===== src/rtl/imm_gen_pipe.sv =====
// Registered RV32I/RV64I immediate decoder with a small output FIFO.
// Decodes on entry; the head carries imm, format, illegal flag and tag.
module imm_gen_pipe #(
  parameter int XLEN  = 32,
  parameter int DEPTH = 2,
  parameter int TAG_W = 32
) (
  input  logic                       clk_i,
  input  logic                       rst_i,
  input  logic                       valid_i,
  output logic                       ready_o,
  input  logic [31:0]                data_i,
  input  logic [TAG_W-1:0]           tag_i,
  output logic                       valid_o,
  input  logic                       ready_i,
  output logic [XLEN-1:0]            data_o,
  output logic [2:0]                 fmt_o,
  output logic                       illegal_o,
  output logic [TAG_W-1:0]           tag_o,
  output logic [$clog2(DEPTH+1)-1:0] count_o
);

  localparam int PTR_W = $clog2(DEPTH);
  localparam int CNT_W = $clog2(DEPTH+1);
  localparam bit RV64  = (XLEN == 64);
  localparam logic [CNT_W-1:0] FULL_C = CNT_W'(DEPTH);
  localparam logic [PTR_W-1:0] LAST_C = PTR_W'(DEPTH-1);

  typedef enum logic [2:0] {
    F_NONE  = 3'd0,
    F_I     = 3'd1,
    F_SHIFT = 3'd2,
    F_S     = 3'd3,
    F_B     = 3'd4,
    F_U     = 3'd5,
    F_J     = 3'd6
  } fmt_e;

  typedef struct packed {
    logic [XLEN-1:0]  imm;
    logic [2:0]       fmt;
    logic             ill;
    logic [TAG_W-1:0] tag;
  } entry_t;

  logic [6:0] op;
  logic [2:0] f3;
  assign op = data_i[6:0];
  assign f3 = data_i[14:12];

  logic [XLEN-1:0] imm_i, imm_sh, imm_s;
  logic [XLEN-1:0] imm_b, imm_u, imm_j;

  assign imm_i = {{(XLEN-12){data_i[31]}}, data_i[31:20]};
  assign imm_sh = RV64
    ? {{(XLEN-6){1'b0}}, data_i[25:20]}
    : {{(XLEN-5){1'b0}}, data_i[24:20]};
  assign imm_s = {{(XLEN-12){data_i[31]}},
                  data_i[31:25], data_i[11:7]};
  assign imm_b = {{(XLEN-13){data_i[31]}},
                  data_i[31], data_i[7],
                  data_i[30:25], data_i[11:8], 1'b0};
  assign imm_u = {{(XLEN-32){data_i[31]}},
                  data_i[31:12], 12'b0};
  assign imm_j = {{(XLEN-21){data_i[31]}},
                  data_i[31], data_i[19:12],
                  data_i[20], data_i[30:21], 1'b0};

  // RV64 shamt eats bit 25, so the funct field shrinks to six bits
  logic up_zero, up_sra;
  assign up_zero = RV64 ? (data_i[31:26] == 6'b0)
                        : (data_i[31:25] == 7'b0);
  assign up_sra  = RV64 ? (data_i[31:26] == 6'b010000)
                        : (data_i[31:25] == 7'b0100000);

  logic is_opimm, is_load, is_jalr, is_store;
  logic is_br, is_u, is_jal, is_none;
  assign is_opimm = (op == 7'b0010011);
  assign is_load  = (op == 7'b0000011);
  assign is_jalr  = (op == 7'b1100111);
  assign is_store = (op == 7'b0100011);
  assign is_br    = (op == 7'b1100011);
  assign is_u     = (op == 7'b0110111) |
                    (op == 7'b0010111);
  assign is_jal   = (op == 7'b1101111);
  assign is_none  = (op == 7'b0110011) |
                    (op == 7'b0001111) |
                    (op == 7'b1110011);

  logic ld_ok, st_ok;
  assign ld_ok = (f3 == 3'b000) | (f3 == 3'b001) |
                 (f3 == 3'b010) | (f3 == 3'b100) |
                 (f3 == 3'b101) |
                 (RV64 & ((f3 == 3'b011) |
                          (f3 == 3'b110)));
  assign st_ok = (f3 == 3'b000) | (f3 == 3'b001) |
                 (f3 == 3'b010) |
                 (RV64 & (f3 == 3'b011));

  logic [XLEN-1:0] dec_imm;
  fmt_e            dec_fmt;
  logic            dec_ill;

  always_comb begin
    dec_imm = '0;
    dec_fmt = F_NONE;
    dec_ill = 1'b1;
    unique case (1'b1)
      is_opimm: begin
        if (f3 == 3'b001) begin
          if (up_zero) begin
            dec_imm = imm_sh;
            dec_fmt = F_SHIFT;
            dec_ill = 1'b0;
          end
        end else if (f3 == 3'b101) begin
          if (up_zero | up_sra) begin
            dec_imm = imm_sh;
            dec_fmt = F_SHIFT;
            dec_ill = 1'b0;
          end
        end else begin
          dec_imm = imm_i;
          dec_fmt = F_I;
          dec_ill = 1'b0;
        end
      end
      is_load: begin
        if (ld_ok) begin
          dec_imm = imm_i;
          dec_fmt = F_I;
          dec_ill = 1'b0;
        end
      end
      is_jalr: begin
        if (f3 == 3'b000) begin
          dec_imm = imm_i;
          dec_fmt = F_I;
          dec_ill = 1'b0;
        end
      end
      is_store: begin
        if (st_ok) begin
          dec_imm = imm_s;
          dec_fmt = F_S;
          dec_ill = 1'b0;
        end
      end
      is_br: begin
        if ((f3 != 3'b010) && (f3 != 3'b011)) begin
          dec_imm = imm_b;
          dec_fmt = F_B;
          dec_ill = 1'b0;
        end
      end
      is_u: begin
        dec_imm = imm_u;
        dec_fmt = F_U;
        dec_ill = 1'b0;
      end
      is_jal: begin
        dec_imm = imm_j;
        dec_fmt = F_J;
        dec_ill = 1'b0;
      end
      is_none: begin
        dec_ill = 1'b0;
      end
      default: ;
    endcase
  end

  entry_t           mem_q [DEPTH];
  entry_t           new_e, head;
  logic [PTR_W-1:0] wptr_q, wptr_d;
  logic [PTR_W-1:0] rptr_q, rptr_d;
  logic [CNT_W-1:0] count_q, count_d;
  logic             push, pop;

  assign new_e = '{imm: dec_imm, fmt: dec_fmt,
                   ill: dec_ill, tag: tag_i};

  assign ready_o = !rst_i & (count_q < FULL_C);
  assign valid_o = !rst_i & (count_q != '0);
  assign push    = valid_i & ready_o;
  assign pop     = valid_o & ready_i;

  always_comb begin
    wptr_d  = wptr_q;
    rptr_d  = rptr_q;
    count_d = count_q;
    if (push)
      wptr_d = (wptr_q == LAST_C) ? '0 : wptr_q + 1'b1;
    if (pop)
      rptr_d = (rptr_q == LAST_C) ? '0 : rptr_q + 1'b1;
    if (push & !pop)
      count_d = count_q + 1'b1;
    else if (pop & !push)
      count_d = count_q - 1'b1;
  end

  always_ff @(posedge clk_i) begin
    if (rst_i) begin
      wptr_q  <= '0;
      rptr_q  <= '0;
      count_q <= '0;
    end else begin
      wptr_q  <= wptr_d;
      rptr_q  <= rptr_d;
      count_q <= count_d;
    end
  end

  // payload needs no reset: count_q gates every read
  always_ff @(posedge clk_i) begin
    if (push)
      mem_q[wptr_q] <= new_e;
  end

  assign head      = mem_q[rptr_q];
  assign data_o    = valid_o ? head.imm : '0;
  assign fmt_o     = valid_o ? head.fmt : 3'b0;
  assign illegal_o = valid_o & head.ill;
  assign tag_o     = valid_o ? head.tag : '0;
  assign count_o   = rst_i ? '0 : count_q;

endmodule


===== config.mk =====
export PLATFORM = sky130hd
export DESIGN_NAME = imm_gen_pipe
export DESIGN_NICKNAME = d
export VERILOG_FILES = /design/src/rtl/imm_gen_pipe.sv
export SDC_FILE = /design/constraint.sdc
export NUM_CORES = 1
export LEC_CHECK = 0
export BUFFER_PORTS_ARGS = -buffer_cell sky130_fd_sc_hd__buf_2
export CORE_UTILIZATION = 24
export CTS_BUF_LIST = sky130_fd_sc_hd__clkbuf_2 sky130_fd_sc_hd__clkbuf_4 sky130_fd_sc_hd__clkbuf_8
export CTS_CLUSTER_DIAMETER = 150
export CTS_CLUSTER_SIZE = 25
export DETAILED_ROUTE_END_ITERATION = 10
export HOLD_SLACK_MARGIN = 0.06
export SYNTH_ARGS = -nofsm -noshare
export SYNTH_HDL_FRONTEND = slang
export SYNTH_SLANG_ARGS = --single-unit

===== constraint.sdc =====
create_clock -name clk_i -period 8.3 [get_ports clk_i]
set_clock_uncertainty 0.15 [all_clocks]
set_input_delay 1.245 -clock clk_i [delete_from_list [all_inputs] [get_ports clk_i]]
set_output_delay 1.245 -clock clk_i [all_outputs]
set_load 0.005 [all_outputs]

==> impl_metrics.py <==
metrics = {
    "detailed_routing": {
        "wl_per_cell_um": 14.7,
        "vias": 3860,
        "drt_wl_total_mm": 13.4,
        "ant_nets": 0,
        "via_per_inst": 4.22,
        "drt_iter0_drc": 237,
        "drc": 0,
        "first_pass_iters": 6,
    },
    "floorplanning": {
        "core-area_um2": 24400,
        "fp-row-count": 57,
        "fp.dieH_um": 160,
        "die_area_um2": 25600,
        "fp.dieW_um": 160,
        "initial_utilization_pct": 24.5,
        "pin_count": 140,
    },
    "worst_setup_path": {
        "path_common_cell": "buf_2",
        "cp_slowest_stage_delay_ns": 0.61,
        "crit_cells": 6,
        "crit_slowest_cell": "buf_4",
        "start_kind": "input port",
        "worst-path-max-fanout": 69,
        "path_cells": "buf_2 -> nor2b_1 -> nor2_4 -> buf_4 -> nor2_1 -> buf_2",
        "worst-path-buf-inv": 3,
        "rr_worst_depth": 4,
        "cp.required_ns": 6.90,
        "arrival_ns": 2.64,
        "path_class": "in2out",
        "worst_setup_path_end_kind": "output port",
        "cp_top_family": "buffers and inverters",
    },
    "global_route": {
        "grt_pass1_vias": 3724,
        "grt_usage_pct": 10.7,
        "grt_max_degree": 70,
        "grt-ovfl-total": 0,
        "grt_pass1_wl_mm": 20.4,
        "antenna_found_initial": 0,
    },
    "clock_tree": {
        "clkSinkCount": 141,
        "cts.clk_slew.worst_paths_ns": 0.07,
        "cts_hold_buffers": 0,
        "cts_made_buffers": 17,
        "clk_latency_ns": 0.43,
        "clk_path_buf_depth": 2,
        "cts_tree": "built",
        "ctsResizeCount": 0,
        "cts_root_buffer": "clkbuf_8",
        "post-cts-setup-buffers": 0,
        "cts_htree_levels": 4,
    },
    "synth": {
        "synth-seq-area-share_pct": 69.9,
        "synth_seq_cells": 141,
        "avgSynthCellArea_um2": 13.7,
        "synth_top_area_share_pct": 68.3,
        "ys_top_cells_by_area": "edfxtp_1, mux2i_1, nor2_1",
        "async_reset_ff_share_pct": 0,
        "synthesis.area_um2": 5980,
        "synth_edf_count": 136,
        "syn_inst": 438,
        "yosysWarnings": 0,
        "synth_ff_type": "edfxtp_1",
        "syn_nets": 507,
        "synth_top_cell_by_area": "edfxtp_1",
        "synth.distinct_cells": 42,
    },
    "placement": {
        "place_hpwl_mm": 8.97,
        "dpl_worst_slack_ns": 4.21,
        "io_buffers": 139,
        "place_congestion": 0.815,
    },
    "sta": {
        "tightest_slew_ns": 1.05,
        "max_freq_mhz": 248,
        "hold_viol": 0,
        "rsz0062_at_grt": "false",
        "setup_violations": 0,
        "fin_crit_sh_pct": 48.6,
        "setup_tns_ns": 0,
        "period_needed_ns": 4.03,
        "slew-limit-headroom_pct": 29.8,
        "final_max_slew_viol_count": 0,
        "fin_ws_ns": 4.27,
    },
    "finish": {
        "area_delta_synth_final_pct": 24.6,
        "utilization_pct": 30.6,
        "final_layout_size_suffix_gt1_share_pct": 31.1,
        "nNetsFinal": 647,
        "diodes": 0,
    },
    "worst_hold_path": {
        "holdPathStages": 2,
        "hp-class": "reg2reg",
    },
    "pwr": {
        "peakVddDrop_mv": 0.0711,
        "p_per_area_nw_per_um2": 219,
        "fin_total_pwr_mw": 1.63,
        "power_leakage_nw": 2.78,
    },
    "run_status": {
        "status": "completed",
    },
    "run": {
        "drv_cap": 0,
    },
}
==> kinds of logic (layout without fill, tap and decap cells) <==
| kind of cell | after synthesis | count (layout) | share of synthesized area (%) |
|---|---|---|---|
| fa+ha+maj | 1 | 1 | 0.209 |
| compound gates | 36 | 36 | 4.45 |
| xor+xnor | 4 | 4 | 0.585 |
| buf+inv | 29 | 182 | 1.97 |
| mux | 68 | 68 | 11.4 |
| flops | 141 | 141 | 69.9 |
| simple gates | 159 | 159 | 11.5 |
==> state kept, by name, indices dropped and copies added (netlist names), named ones only <==
name	cells
count_q	2
mem_q	136
rptr_q	1
wptr_q	1
==> worst register-to-register path: stages, from the launching register on <==
cell and delay, ns:
dfxtp_1 0.33, nor2_1 0.17, nand2_1 0.15, nor2_4 0.60
buf_4 0.68
==> final timing paths <==
path,from,to,slack (ns)
worst max-delay path,rst_i,data_o[13],4.27
worst min-delay path,count_q[1],count_q[1],0.36
worst max register to register,count_q[1],mem_q[0][46],5.79
worst min register to register,count_q[1],count_q[1],0.36
==> layout make-up <==
type,instances,area (um^2)
flip-flops and latches,141,4190
clock buffers,17,234
multi-input cells,268,1700
well taps,324,405
repair buffers,143,726
clock inverters,15,171
inverters,7,26.3
fillers,2505,16900
==> metal layers <==
layer | share of wire (%) | wire length (um) | global-route usage [%]
met5 | 0 | 0 | 0
met4 | 1.9 | 250 | 4.68
met3 | 4.6 | 614 | 2.96
met2 | 48 | 6450 | 17.4
met1 | 46 | 6110 | 13.1
==> Yosys cell counts (2+ instances only) <==
cell type	instances
o21ai_0	9
a2111oi_0	2
nand2b_1	2
or3_1	4
mux2i_1	68
a22o_1	4
nor2_1	84
nor3_1	2
dfxtp_1	5
o31a_1	2
xor2_1	4
buf_2	4
nand2_1	44
nor4_1	2
a21oi_1	7
clkbuf_1	13
buf_1	4
or2_2	2
inv_1	7
nor2b_1	10
a31oi_1	2
edfxtp_1	136
or4_1	2
==> layout by cell type (no fill, tap or decap), drive strengths merged, types with 2 or more instances in the layout <==
cell	netlist	final
buf	9	143
edfxtp	136	136
nor2	84	84
mux2i	68	68
nand2	44	44
clkbuf	13	17
nor2b	10	10
o21ai	10	10
inv	7	9
clkinv	0	8
a21oi	7	7
dfxtp	5	5
or3	4	4
a22o	4	4
xor2	4	4
bufinv	0	3
nor3	3	3
or2	3	3
a2111oi	3	3
or4	2	2
nand2b	2	2
nor4	2	2
a31oi	2	2
o31a	2	2
clkinvlp	0	2
a211oi	2	2
==> power by group <==
group | switching (mW) | total (mW) | internal (mW)
clock network | 0.263 | 0.559 | 0.296
logic | 0.135 | 0.230 | 0.0950
registers | 0.0189 | 0.840 | 0.821
total | 0.416 | 1.63 | 1.21
==> per-stage QoR <==
| stage | hold WS (ns) | cell area, um^2 | std cells |
|---|---|---|---|
| final | 0.355 | 7450 | 915 |
| after global routing | 0.375 | 7450 | 915 |
| after CTS | 0.362 | 7450 | 915 |
| after detailed placement | 0.349 | 7050 | 883 |
| after global placement | 0.351 | 7050 | 883 |
| after floorplan | 0.311 | 5980 | 438 |
(Power assumes the default switching activity.)
